===== src/rtl/ad9122_init_seq_if.sv =====
// Control, status and serial-port-stage handshake bundle for the AD9122 init sequencer.
interface ad9122_init_seq_if;
  logic        start;
  logic        user_wr_en;
  logic [6:0]  user_wr_addr;
  logic [7:0]  user_wr_data;
  logic        user_wr_ack;
  logic        config_en;
  logic [15:0] config_data;
  logic        config_end;
  logic        init_done;
  logic        busy;
  logic        timeout_err;
  logic [5:0]  cmd_index;

  // master = the sequencer, slave = the host / serial stage around it
  modport master (
    input  start, user_wr_en, user_wr_addr, user_wr_data, config_end,
    output user_wr_ack, config_en, config_data, init_done, busy, timeout_err, cmd_index
  );
  modport slave (
    output start, user_wr_en, user_wr_addr, user_wr_data, config_end,
    input  user_wr_ack, config_en, config_data, init_done, busy, timeout_err, cmd_index
  );
endinterface


===== src/rtl/ad9122_init_seq.sv =====
// AD9122 power-up register sequencer: flushes the serial stage, streams a constant
// init table one frame at a time, then serves single runtime register writes.
module ad9122_init_seq #(
  parameter int NUM_CMDS       = 16,
  parameter int GAP_CYCLES     = 4,
  parameter int TIMEOUT_CYCLES = 255,
  parameter bit AUTO_START     = 1'b1
) (
  input  logic              clk,
  input  logic              rst,
  ad9122_init_seq_if.master bus
);
  localparam int FLUSH_CYCLES = 64;
  localparam int CNT_MAX = (TIMEOUT_CYCLES > FLUSH_CYCLES) ? TIMEOUT_CYCLES : FLUSH_CYCLES;
  localparam int CW = $clog2(CNT_MAX + GAP_CYCLES + 1);

  typedef enum logic [2:0] {FLUSH, IDLE, ISSUE, WAIT_END, GAP, READY, ERROR} state_t;

  state_t        state, state_d;
  logic [CW-1:0] cnt, cnt_d;
  logic [5:0]    idx, idx_d;
  logic [15:0]   data_q, data_d;
  logic          user_q, user_d, done_q, done_d, terr_q, terr_d, rerun_q, rerun_d;
  logic          ack_q, ack_d, en_q, start_q, start_rise, go_init;

  function automatic logic [15:0] table_word(input logic [5:0] i);
    case (i)
      6'd0:    return 16'h0020;
      6'd1:    return 16'h0000;
      6'd2:    return 16'h0100;
      6'd3:    return 16'h0300;
      6'd4:    return 16'h0400;
      6'd5:    return 16'h0500;
      6'd6:    return 16'h0A80;
      6'd7:    return 16'h0C12;
      6'd8:    return 16'h0D00;
      6'd9:    return 16'h1600;
      6'd10:   return 16'h17C0;
      6'd11:   return 16'h1B24;
      6'd12:   return 16'h1C00;
      6'd13:   return 16'h1D00;
      6'd14:   return 16'h1E00;
      6'd15:   return 16'h4000;
      default: return 16'h0000;
    endcase
  endfunction

  assign start_rise = bus.start & ~start_q;

  always_comb begin
    state_d = state;
    cnt_d   = cnt;
    idx_d   = idx;
    data_d  = data_q;
    user_d  = user_q;
    done_d  = done_q;
    terr_d  = terr_q;
    rerun_d = rerun_q;
    ack_d   = 1'b0;
    go_init = 1'b0;
    unique case (state)
      FLUSH:
        if (cnt == CW'(FLUSH_CYCLES - 1)) begin
          cnt_d   = '0;
          rerun_d = 1'b0;
          if (AUTO_START || rerun_q) go_init = 1'b1;
          else                       state_d = IDLE;
        end else cnt_d = cnt + 1'b1;
      IDLE:
        if (start_rise) go_init = 1'b1;
      ISSUE: begin
        // cnt tracks cycles elapsed since CONFIG_EN
        state_d = WAIT_END;
        cnt_d   = CW'(1);
      end
      WAIT_END:
        if (bus.config_end) begin
          state_d = GAP;
          cnt_d   = '0;
        end else if (cnt == CW'(TIMEOUT_CYCLES - 1)) begin
          state_d = ERROR;
          terr_d  = 1'b1;
        end else cnt_d = cnt + 1'b1;
      GAP:
        // GAP_CYCLES+1 cycles here keeps CONFIG_EN GAP_CYCLES+2 after CONFIG_END
        if (cnt == CW'(GAP_CYCLES)) begin
          cnt_d = '0;
          if (user_q) begin
            ack_d   = 1'b1;
            state_d = READY;
          end else if (idx == 6'(NUM_CMDS - 1)) begin
            done_d  = 1'b1;
            state_d = READY;
          end else begin
            idx_d   = idx + 6'd1;
            data_d  = table_word(idx + 6'd1);
            state_d = ISSUE;
          end
        end else cnt_d = cnt + 1'b1;
      READY:
        if (start_rise) begin
          go_init = 1'b1;
          done_d  = 1'b0;
        end else if (bus.user_wr_en) begin
          state_d = ISSUE;
          user_d  = 1'b1;
          data_d  = {1'b0, bus.user_wr_addr, bus.user_wr_data};
        end
      ERROR:
        if (start_rise) begin
          state_d = FLUSH;
          cnt_d   = '0;
          terr_d  = 1'b0;
          rerun_d = 1'b1;
        end
      default: state_d = FLUSH;
    endcase
    if (go_init) begin
      state_d = ISSUE;
      idx_d   = '0;
      user_d  = 1'b0;
      data_d  = table_word(6'd0);
    end
  end

  always_ff @(posedge clk) begin
    if (rst) begin
      state   <= FLUSH;
      cnt     <= '0;
      idx     <= '0;
      data_q  <= '0;
      user_q  <= 1'b0;
      done_q  <= 1'b0;
      terr_q  <= 1'b0;
      rerun_q <= 1'b0;
      ack_q   <= 1'b0;
      en_q    <= 1'b0;
      start_q <= 1'b0;
    end else begin
      state   <= state_d;
      cnt     <= cnt_d;
      idx     <= idx_d;
      data_q  <= data_d;
      user_q  <= user_d;
      done_q  <= done_d;
      terr_q  <= terr_d;
      rerun_q <= rerun_d;
      ack_q   <= ack_d;
      en_q    <= (state_d == ISSUE);
      start_q <= bus.start;
    end
  end

  assign bus.config_en   = en_q;
  assign bus.config_data = data_q;
  assign bus.user_wr_ack = ack_q;
  assign bus.init_done   = done_q;
  assign bus.timeout_err = terr_q;
  assign bus.cmd_index   = idx;
  assign bus.busy        = (state != READY);
endmodule


===== src/flat_wrapper.sv =====
// flat-port wrapper written by rule: the top's interface ports become plain ports
module ad9122_init_seq_flat 
#(
  parameter int NUM_CMDS       = 16,
  parameter int GAP_CYCLES     = 4,
  parameter int TIMEOUT_CYCLES = 255,
  parameter bit AUTO_START     = 1'b1
)
  (clk, rst, bus_start, bus_user_wr_en, bus_user_wr_addr, bus_user_wr_data, bus_config_end, bus_user_wr_ack, bus_config_en, bus_config_data, bus_init_done, bus_busy, bus_timeout_err, bus_cmd_index);
  ad9122_init_seq_if bus_i ();
  input  logic clk;
  input  logic rst;
  input wire logic [$bits(bus_i.start)-1:0] bus_start;
  input wire logic [$bits(bus_i.user_wr_en)-1:0] bus_user_wr_en;
  input wire logic [$bits(bus_i.user_wr_addr)-1:0] bus_user_wr_addr;
  input wire logic [$bits(bus_i.user_wr_data)-1:0] bus_user_wr_data;
  input wire logic [$bits(bus_i.config_end)-1:0] bus_config_end;
  output wire logic [$bits(bus_i.user_wr_ack)-1:0] bus_user_wr_ack;
  output wire logic [$bits(bus_i.config_en)-1:0] bus_config_en;
  output wire logic [$bits(bus_i.config_data)-1:0] bus_config_data;
  output wire logic [$bits(bus_i.init_done)-1:0] bus_init_done;
  output wire logic [$bits(bus_i.busy)-1:0] bus_busy;
  output wire logic [$bits(bus_i.timeout_err)-1:0] bus_timeout_err;
  output wire logic [$bits(bus_i.cmd_index)-1:0] bus_cmd_index;
  assign bus_i.start = bus_start;
  assign bus_i.user_wr_en = bus_user_wr_en;
  assign bus_i.user_wr_addr = bus_user_wr_addr;
  assign bus_i.user_wr_data = bus_user_wr_data;
  assign bus_i.config_end = bus_config_end;
  assign bus_user_wr_ack = bus_i.user_wr_ack;
  assign bus_config_en = bus_i.config_en;
  assign bus_config_data = bus_i.config_data;
  assign bus_init_done = bus_i.init_done;
  assign bus_busy = bus_i.busy;
  assign bus_timeout_err = bus_i.timeout_err;
  assign bus_cmd_index = bus_i.cmd_index;
  ad9122_init_seq #(.NUM_CMDS(NUM_CMDS), .GAP_CYCLES(GAP_CYCLES), .TIMEOUT_CYCLES(TIMEOUT_CYCLES), .AUTO_START(AUTO_START)) u_core (.clk(clk), .rst(rst), .bus(bus_i));
endmodule

===== config.mk =====
export PLATFORM = sky130hd
export DESIGN_NAME = ad9122_init_seq_flat
export DESIGN_NICKNAME = d
export VERILOG_FILES = /design/src/rtl/ad9122_init_seq_if.sv /design/src/rtl/ad9122_init_seq.sv /design/src/flat_wrapper.sv
export SDC_FILE = /design/constraint.sdc
export NUM_CORES = 1
export LEC_CHECK = 0
export ABC_AREA = 1
export CAP_MARGIN = 20
export CORE_MARGIN = 4
export CORE_UTILIZATION = 25
export DETAILED_ROUTE_END_ITERATION = 8
export SYNTH_ARGS = -nofsm -noshare
export SYNTH_HDL_FRONTEND = slang
export SYNTH_SLANG_ARGS = --single-unit

===== constraint.sdc =====
create_clock -name clk -period 3.1 [get_ports clk]
set_input_delay 0.62 -clock clk [delete_from_list [all_inputs] [get_ports clk]]
set_output_delay 0.62 -clock clk [all_outputs]
set_load 0.02 [all_outputs]

==> run summary <==
The flow ran to the end, and the final reports show no timing, DRC or antenna violations. The worst clock skew on the final layout came out at 0.0104 ns. The count of boundary I/O pins is 47. The number of diodes added for antenna fixing came out at 0. The maximum number of pins on one net before global-route repair came out at 18. The placer congestion estimate is between 0.8 and 0.9.

The later pin in the worst-skew pair is clocked with a latency of 0.29 ns. Counting the buffers created by CTS gives 5. The buffer levels on the longest clock path is 2. The number of antenna violations at the first check in global routing was 0.

STA classifies the critical path startpoint as a flop. The slew at the pin closest to its max-slew limit is 0.500 ns. The initial utilization of the core area, before any placement, comes to 0.261. The leading area contributor after synthesis is dfxtp_1. The final-layout fill cell count came out at 1067. The final number of setup-violating endpoints came out at 0. The number of non-filler instances in the completed layout came out at around 550. TritonCTS built the clock tree.

The number of routed nets with antenna violations is 0. The gate count after technology mapping is 379. In this run the most used layer during global routing was met2.

The power density of the placed cells is between 300 and 400 mW/mm². The max-slew violation total from the final report is 0. The total chip power is 1010 µW.

The global-route wire length before repair is 10800 µm. At the placement stage, the worst setup path has a slack of between 0.5 and 0.6 ns. The vertical die dimension is 107 µm. The residual DRC count is 0.

The hold-fix buffer count after cts is 0. For met2 alone, demand over resource in global routing was 0.201. The floorplan step defined a core boundary enclosing 0.00937 mm². The global-route met3 utilization is 0.0295. The total of max-cap violations came out at 0.

The total of cells resized after clock tree synthesis came out at 0. The share of cells above drive strength 1 came out at 0.0849. The sequential area share after synthesis is 0.320. For this block, the routed nets add up to around 6400 µm of wire.

The standby leakage power is around 0.0013 µW. The commonest cells after synthesis are nand2_1, nor2_1, inv_1. At the worst endpoint, the arrival time is between 1.5 and 2 ns. The area growth from synthesis to layout is 27.3%. After synthesis, the mean cell area works out to 6.45 µm². The number of global-route vias before repair came out at 2336. Counting flops with a built-in enable in the synthesized netlist gives 0. The mapped netlist covers 0.00244 mm². In the final routed layout, each cell accounts on average for 11.5 µm. Of the post-synthesis cell area, the dominant cell type holds 0.320. The tree is rooted in a clkbuf_8.

The register bit count reported by yosys is 39. The final sum of negative setup slack is 0 ns. Among all flip-flop cells after synthesis, the most frequent one is dfxtp_1.

The total global routing track utilization came out at 0.115. The estimated wirelength of the detail-placed design came out at 4980 µm. The leftover overflow at the end of global routing is 0. The number of sinks driven by the clock tree came out at 39. Setup repair after global routing left no endpoint under its margin. The first detailed-routing pass took 4 iterations.

The global-route met1 utilization is 0.143. The final number of hold-violating endpoints came to 0. The number of nets handed over by synthesis was 410.

The highest ir drop seen on vdd came out at 0.162 mV. The class of the most critical setup path is reg2out. The class of the tightest hold or removal check is reg2reg.

The area enclosed by the die boundary came out at approximately 0.011 mm². The die is about 110 µm wide. The fmax is 444 MHz. The final critical path time including I/O delays and setup came out at about 2.3 ns.

The count of routing violations after the opening detailed-route iteration is 95. The count of distinct cell types in the synthesized netlist is 34. The number of setup buffers added after CTS is 0.

The most common cell in the synthesized netlist is nand2_1. The final layout contains 454 nets. The share of flip-flops with an asynchronous set or reset after synthesis is 0. The worst setup path is captured at an output port.

The CTS H-tree depth is 2. Once layout is complete, the utilization of the core stands at 0.332. The number of warnings printed during yosys synthesis is 0. The biggest fanout along the worst timing path came out at 10.

The count of buffers added on input and output ports is 45. The total placed cells including tap cells came out at 545. The final cycle utilization of the critical path is 0.727. The clock transition at the registers of the reported paths came out at 0.08 ns. Row generation in the floorplan step produced 35 rows.

The worst relative slew slack is 0.666. The detailed router placed 2422 vias in this run. The data required time at the worst endpoint came out at roughly 2.5 ns. In the post-synthesis netlist, the biggest area contributors are dfxtp_1, nand2_1, nor2_1. Setup slack closes at 0.848 ns. Using the TritonRoute via totals, the vias-per-cell ratio works out to 4.38.
==> area by class of cell <==
| class | count | area (µm²) | area share |
|---|---|---|---|
| clock buffers | 6 | 82.6 | 0.0265 |
| multi-input cells | 282 | 1410 | 0.453 |
| inverters | 50 | 191 | 0.0615 |
| well taps | 129 | 161 | 0.0519 |
| flip-flops and latches | 39 | 781 | 0.251 |
| repair buffers | 45 | 450 | 0.145 |
| clock inverters | 2 | 35.0 | 0.0113 |
==> cells in the final DEF (no fill, tap or decap) <==
cell             instances
o2111ai_1                1
nand3_1                 23
nand4_1                  5
xor2_1                   2
a21oi_2                  3
inv_1                   45
nor3_1                   6
bufinv_16                1
conb_1                   1
o21ai_2                  1
ha_1                    11
and3_1                   1
inv_2                    3
nand4_4                  1
nand2_4                  4
nor2_1                  60
dfxtp_1                 39
a21oi_1                 17
o21ai_1                  7
a211oi_1                 2
inv_4                    1
nor2_4                   2
o21ai_0                 14
clkdlybuf4s50_1         45
nor3b_1                  1
nor2_2                   4
nor4_1                   1
nand2_1                105
nor3_2                   2
nand2_2                  6
clkbuf_8                 6
clkinv_2                 2
o211ai_1                 2
==> flip-flops by register name, indices dropped and copies added (netlist names) <==
register                cells
u_core.bus.timeout_err      1
u_core.bus.config_data     15
u_core.bus.user_wr_ack      1
u_core.cnt                  9
u_core.state                3
u_core.bus.cmd_index        6
u_core.start_q              1
u_core.user_q               1
u_core.bus.init_done        1
u_core.bus.config_en        1
==> layer usage <==
| metal | wire length (µm) | up-vias | share of wire |
|---|---|---|---|
| met5 | 0 | - | 0 |
| met4 | 29 | 0 | 0.0046 |
| met3 | 351 | 4 | 0.055 |
| met2 | 3110 | 52 | 0.49 |
| met1 | 2870 | 1082 | 0.45 |
| li1 | - | 1284 | - |
==> power by group <==
part           leakage [µW]  internal [µW]  total, µW  switching (µW)
Sequential         0.000315            505        510            4.80
Clock             0.0000612            261        445             184
Combinational      0.000950           29.7       56.3            26.5
==> through the flow <==
step           hold slack (ns)  instance area, µm²
6_report                 0.454                3110
2_1_floorplan            0.475                2440
4_1_cts                  0.463                3110
3_3_place_gp             0.442                2990
5_1_grt                  0.488                3110
3_5_place_dp             0.449                2990
==> cell families after synthesis <==
logic type / after synthesis / share of synthesized area
xor+xnor: 2 / 0.00717
flops: 39 / 0.320
simple gates: 221 / 0.404
fa+ha+maj: 11 / 0.0563
buf+inv: 58 / 0.103
other cells: 1 / 0.00153
compound gates: 47 / 0.108
==> critical path, stage by stage, from the launching register on <==
cell	delay [ns]
dfxtp_1	0.38
nand2_2	0.12
clkinv_2	0.07
nand2_4	0.14
clkdlybuf4s50_1	0.63
==> worst paths after layout <==
check | start | endpoint | slack [ns] | cells after the start
hold reg to reg | u_core.bus.init_done | u_core.bus.init_done | 0.45 | 2
setup reg to reg | u_core.bus.cmd_index[0] | u_core.bus.cmd_index[3] | 0.90 | 10
setup / recovery | u_core.state[2] | bus_busy | 0.85 | 4
hold / removal | u_core.bus.init_done | u_core.bus.init_done | 0.45 | 2
Note: power is estimated with default switching activity, not from simulation.
